`src/rtl/if_stage_unit.sv`:
```
// if_stage_unit: instruction-fetch stage and IF/ID pipeline register of a
// 5-stage MIPS pipeline.
//
// The stage owns the PC and drives the instruction-memory address. It picks
// the next PC from the hazard unit's PCsrc/PCStall/IFstall/IFFlush controls.
// It also computes the branch and jump targets from the instruction that is
// latched in IF/ID, which is the instruction currently in ID.
//
// Optional feature: define PERF_CNT_EN to build the saturating stall, flush
// and fetch performance counters. When it is undefined the counter ports are
// tied to zero.
module if_stage_unit #(
  parameter logic [31:0] RESET_PC = 32'h0000_0000,
  parameter int unsigned CNT_W    = 32
) (
  input  logic             clk,
  input  logic             rstn,
  input  logic [1:0]       PCsrc,
  input  logic             PCStall,
  input  logic             IFstall,
  input  logic             IFFlush,
  input  logic [31:0]      imemData,
  output logic [31:0]      imemAddr,
  output logic [31:0]      IFIDinst,
  output logic [31:0]      IFIDpcPlus4,
  output logic             IFIDvalid,
  output logic [31:0]      branchTarget,
  output logic [31:0]      jumpTarget,
  output logic [CNT_W-1:0] stallCnt,
  output logic [CNT_W-1:0] flushCnt,
  output logic [CNT_W-1:0] fetchCnt
);

  logic [31:0] pc;
  logic [31:0] pc_plus4;
  logic [31:0] pc_next;
  logic [31:0] branch_offset;

  // The 32-bit add wraps naturally, so 32'hFFFF_FFFC + 4 gives 0.
  assign pc_plus4 = pc + 32'd4;
  assign imemAddr = pc;

  // The targets come from the IF/ID contents, so they are ready while the
  // branch or jump sits in ID.
  assign branch_offset = {{14{IFIDinst[15]}}, IFIDinst[15:0], 2'b00};
  assign branchTarget  = IFIDpcPlus4 + branch_offset;
  assign jumpTarget    = {IFIDpcPlus4[31:28], IFIDinst[25:0], 2'b00};

  // Next-PC select. The encoding 2'b11 is not used and falls back to
  // sequential fetch.
  always_comb begin
    pc_next = pc_plus4;
    case (PCsrc)
      2'b00:   pc_next = branchTarget;
      2'b10:   pc_next = jumpTarget;
      default: pc_next = pc_plus4;
    endcase
  end

  // PC register. A stall holds the PC. A redirect that arrives during a stall
  // is taken once the stall is released.
  always_ff @(posedge clk) begin
    if (!rstn) begin
      pc <= RESET_PC;
    end else if (!PCStall) begin
      pc <= pc_next;
    end
  end

  // IF/ID register. IFstall has priority over IFFlush, and IFFlush has
  // priority over a normal load. A flush loads a bubble, which is an sll nop
  // with valid cleared.
  always_ff @(posedge clk) begin
    if (!rstn) begin
      IFIDinst    <= '0;
      IFIDpcPlus4 <= '0;
      IFIDvalid   <= 1'b0;
    end else if (!IFstall) begin
      IFIDpcPlus4 <= pc_plus4;
      if (IFFlush) begin
        IFIDinst  <= '0;
        IFIDvalid <= 1'b0;
      end else begin
        IFIDinst  <= imemData;
        IFIDvalid <= 1'b1;
      end
    end
  end

`ifdef PERF_CNT_EN
  localparam logic [CNT_W-1:0] CNT_ONE = CNT_W'(1);

  logic [CNT_W-1:0] stall_cnt;
  logic [CNT_W-1:0] flush_cnt;
  logic [CNT_W-1:0] fetch_cnt;

  // Saturating event counters. Each one stops at all-ones instead of wrapping.
  always_ff @(posedge clk) begin
    if (!rstn) begin
      stall_cnt <= '0;
      flush_cnt <= '0;
      fetch_cnt <= '0;
    end else begin
      if (PCStall && (stall_cnt != '1)) begin
        stall_cnt <= stall_cnt + CNT_ONE;
      end
      if (IFFlush && !IFstall && (flush_cnt != '1)) begin
        flush_cnt <= flush_cnt + CNT_ONE;
      end
      if (!IFstall && !IFFlush && (fetch_cnt != '1)) begin
        fetch_cnt <= fetch_cnt + CNT_ONE;
      end
    end
  end

  assign stallCnt = stall_cnt;
  assign flushCnt = flush_cnt;
  assign fetchCnt = fetch_cnt;
`else
  assign stallCnt = '0;
  assign flushCnt = '0;
  assign fetchCnt = '0;
`endif

endmodule

```
`config.mk`:
```
export PLATFORM = sky130hd
export DESIGN_NAME = if_stage_unit
export DESIGN_NICKNAME = d
export VERILOG_FILES = /design/src/rtl/if_stage_unit.sv
export SDC_FILE = /design/constraint.sdc
export NUM_CORES = 1
export LEC_CHECK = 0
export CAP_MARGIN = 10
export CORE_MARGIN = 4
export CORE_UTILIZATION = 30
export DETAILED_ROUTE_END_ITERATION = 16
export PLACE_DENSITY = 0.62
export SYNTH_ARGS = -nofsm -noshare
export SYNTH_HDL_FRONTEND = slang
export SYNTH_SLANG_ARGS = --single-unit
```
`constraint.sdc`:
```
create_clock -name clk -period 3.2 [get_ports clk]
set_clock_uncertainty 0.05 [all_clocks]
set_input_delay 0.64 -clock clk [delete_from_list [all_inputs] [get_ports clk]]
set_output_delay 0.64 -clock clk [all_outputs]
set_load 0.005 [all_outputs]
```
; Word level (Yosys, flattened, before mapping)
; Index checks and enable logic that the tools add are counted.
[totals]
regBits = 97
output_inout_bits = 257
[classes]
addsub = 2
eq_ne = 1
n_mux = 3
reduce_logical = 1
[op_table]
columns = operator, count
row1 = one-hot mux 32 bit (2 select lines), 1
row2 = "adder 32 x 3 -> 32 bit, second input constant", 1
row3 = adder 32 bit, 1
row4 = 2-to-1 mux 32 bit, 1
row5 = "equality test 2 bit, second input constant", 1
row6 = logical NOT 2 bit, 1
row7 = 2-to-1 mux 1 bit, 1

; Longest topological paths before layout
[depth]
depth_word = 2
ltp_mapped = 11

; Worst setup path after synthesis
; No wires, ideal clock.
[synth_timing]
kind = register to output
startpoint = register IFIDinst[0]
endpoint = output port branchTarget[30]
arrival_time_ps = 2293
slack_ps = 217
path_stages_with_launch = 11
n_path_buf = 0
path_cell_list = dfxtp_1 > ha_1 > inv_1 > fa_1 > and2b_2 > o211ai_4 > a31oi_4 > a22oi_2 > o31ai_1 > a21oi_1 > xnor2_1
[synth_via]
elab_chain_cells = 1
[synth_rtl]
columns = item, line_no
row1 = from (decl), 24  ; output logic [31:0] IFIDinst,
row2 = from (signal assigned), 84  ; IFIDinst <= imemData;
row3 = adder 32 bit, 46  ; assign branchTarget = IFIDpcPlus4 + branch_offset;
row4 = to (decl), 27  ; output logic [31:0] branchTarget,
; Every way passes these cells.

; Worst setup path after layout
[layout_timing]
startpoint = register IFIDpcPlus4[2]
endpoint = output port branchTarget[24]
[layout_via]
elab_chain_cells = 1
[layout_rtl]
columns = item, line_no
row1 = from (decl), 25  ; output logic [31:0] IFIDpcPlus4,
row2 = from (signal assigned), 79  ; IFIDpcPlus4 <= pc_plus4;
row3 = adder 32 bit, 46
; Every way passes these cells.

==> impl_metrics.json <==
{
  "status": "complete, but fails checks",
  "violations": "negative setup slack",
  "vias": 7747,
  "busiest_layer": "met2",
  "die_h_um": 164,
  "cts.clk_slew.worst_paths_ns": 0.08,
  "max_freq_ghz": 0.284,
  "clockBufferDepth": 2,
  "worst-path-max-fanout": 3,
  "p_per_area_mw_per_mm2": 289,
  "synth_top_cell_area_share_pct": 26.6,
  "cp_top_family": "compound AO/OA/AOI/OAI gates",
  "drtAntennaViolNets": 0,
  "grt_pass1_wl_um": 42600,
  "register_area_mm2": 0.00196,
  "syn_area_mm2": 0.00729,
  "antenna_found_initial": 0,
  "avgSynthCellArea_um2": 7.69,
  "start_util_pct": 30.8,
  "synth_ff_type": "dfxtp_1",
  "slew_violations": 0,
  "post-route-min-period_ns": 3.52,
  "die_w_um": 164,
  "synthCells": 949,
  "gr-total-overflow": 0,
  "cts_made_buffers": 9,
  "crit_top_cell": "buf_6",
  "cts_hold_buf": 0,
  "critPathKind": "reg -> out",
  "setup_violations": 18,
  "htree_levels": 3,
  "cap_viol_max_count": 0,
  "coreArea_mm2": 0.0237,
  "ios": 296,
  "setup_slack_ns": -0.316,
  "async_reset_ff_share_pct": 0,
  "ys_types": 74,
  "io_buffers": 197,
  "whs_ns": 0.464,
  "worstMarginPinSlew_ns": 0.861,
  "final_cell_mix": "buf_4, clkdlybuf4s50_1, nor2_1, conb_1, dfxtp_1",
  "yosysWarnings": 0,
  "period_share_pct": 110,
  "synthToLayoutAreaGrowth_pct": 57.8,
  "p_total_uw": 3330,
  "rsz0062_at_grt": "yes",
  "place_congestion": 0.915,
  "clk_latency_ns": 0.35,
  "grt_max_degree": 45,
  "reg2reg_slack_ns": 0.05,
  "required_ns": 2.51,
  "synth_seq_area_share_pct": 26.6,
  "clock_sinks": 97,
  "multiInputGateArea_mm2": 0.00517,
  "critPathMaxStageDelay_ns": 0.34,
  "fillerInstances": 2252,
  "rows": 56,
  "nets": 1350,
  "wl_per_cell_um": 18.1,
  "root_buffer": "clkbuf_16",
  "yosysTopAreaCell": "dfxtp_1",
  "post-route-util_pct": 48.6,
  "hold_path.class": "reg -> reg",
  "finalHoldViolations": 0,
  "drt_iter0_markers": 404,
  "relSlewSlack_pct": 42.0,
  "drc_errors": 0,
  "gr-usage-all-layers_pct": 20.4,
  "grt_pass1_vias": 7471,
  "arrival_ns": 2.83,
  "cts_tree": "built",
  "drt-total-wl_um": 29100,
  "use_met2_pct": 32.1,
  "cp-end-kind": "primary output",
  "drive_gt1_share_pct": 29.1,
  "setup_tns_ns": -2.91,
  "use_met1_pct": 28.3,
  "timing.critical_path.buf_inv": 5,
  "crit_slowest_cell": "dfxtp_2",
  "grtUsageMet3_pct": 3.89,
  "ys_top_cells_by_area": "dfxtp_1, buf_4, nor2_1",
  "leakage_uw": 0.00493,
  "die_area_mm2": 0.0269,
  "diodes": 0,
  "synth_enable_flop_cells": 0,
  "dp_hpwl_um": 21200,
  "final_common_cell": "buf_4",
  "vias_per_cell": 4.83,
  "synth_seq_cells": 97,
  "worstPathCellList": "ha_4, inv_2, fa_2, and2b_2, o211ai_4, a31oi_4, buf_6, a21boi_4, o21ai_4, buf_6, buf_6, a31oi_1, and2_1, buf_2",
  "start_kind": "flip-flop",
  "vdd_ir_drop_max_v": 0.000232,
  "first_pass_iters": 4
}
==> final timing paths <==
kind,start,to,cells after the start
min reg2reg,IFIDinst[30],IFIDinst[30],2
max reg2reg,IFIDpcPlus4[2],imemAddr[16],19
max,IFIDpcPlus4[2],branchTarget[24],14
min,IFIDinst[30],IFIDinst[30],2
==> final cells by class <==
| type | count | area share, % |
|---|---|---|
| Multi-Input combinational cell | 739 | 44.9 |
| Timing Repair Buffer | 409 | 31.2 |
| Sequential cell | 97 | 17.1 |
| Tap cell | 319 | 3.47 |
| Clock buffer | 9 | 1.96 |
| Inverter | 24 | 0.783 |
| Clock inverter | 6 | 0.609 |
==> worst reg2reg max path: cells and delay by family (launching register included) <==
| family | cells | cell delay (ns) |
|---|---|---|
| AOI/OAI and AO/OA | 5 | 0.75 |
| xor gates and xnor gates | 1 | 0.15 |
| adders and majority gates | 2 | 0.35 |
| buffers and inverters | 9 | 1.10 |
| DFF | 1 | 0.34 |
| and+or+nand+nor | 2 | 0.29 |
==> metrics by stage <==
step	std cells	setup WS (ns)	cell area (um2)
after floorplan	1046	0.217	7660
after global placement	1539	-0.434	10100
after detailed placement	1539	-0.442	10100
after CTS	1591	-0.346	11100
after global routing	1603	-0.461	11500
final	1603	-0.316	11500
==> metal layers <==
metal  vias to the layer above  wire length (um)
li1                       3739                 -
met1                      3628             13200
met2                       336             13000
met3                        44              2110
met4                         0               767
met5                         -                 0
==> flip-flops by register name (all words and copies together) (netlist names) <==
| name | cells |
|---|---|
| imemAddr | 32 |
| IFIDvalid | 1 |
| IFIDinst | 32 |
| IFIDpcPlus4 | 32 |
==> report_power, final <==
group | switching, uW | leakage, uW | internal (uW)
Sequential | 66.8 | 0.000798 | 1260
Combinational | 423 | 0.00398 | 458
Clock | 519 | 0.000145 | 607
Total | 1010 | 0.00493 | 2320
==> synth_stat cells (all sizes together), types with 15 or more instances <==
cell	number
nor2	117
nor2b	18
buf	143
nand2	61
inv	23
nor3	15
a21oi	79
clkbuf	43
xor2	24
dfxtp	97
nand3	36
xnor2	28
ha	30
a22oi	32
o21ai	49
==> cells by family after synthesis <==
logic type,count (synthesis),share of synthesized area (%)
AO/OA/AOI/OAI,250,23.3
XOR/XNOR,52,6.24
adder cells (fa/ha/maj),31,5.42
buffers and inverters,210,17.7
flip-flops,97,26.6
multiplexers,10,1.39
other,1,0.0514
AND/OR/NAND/NOR,298,19.3
==> repair_timing <==
action                                  CTS  global route
resized for setup                       182            74
gates cloned                              1             0
pin swaps                                53            60
endpoints found under the setup margin   26            25
buffers inserted                         39            19
Power figures use the tool's default switching activity.
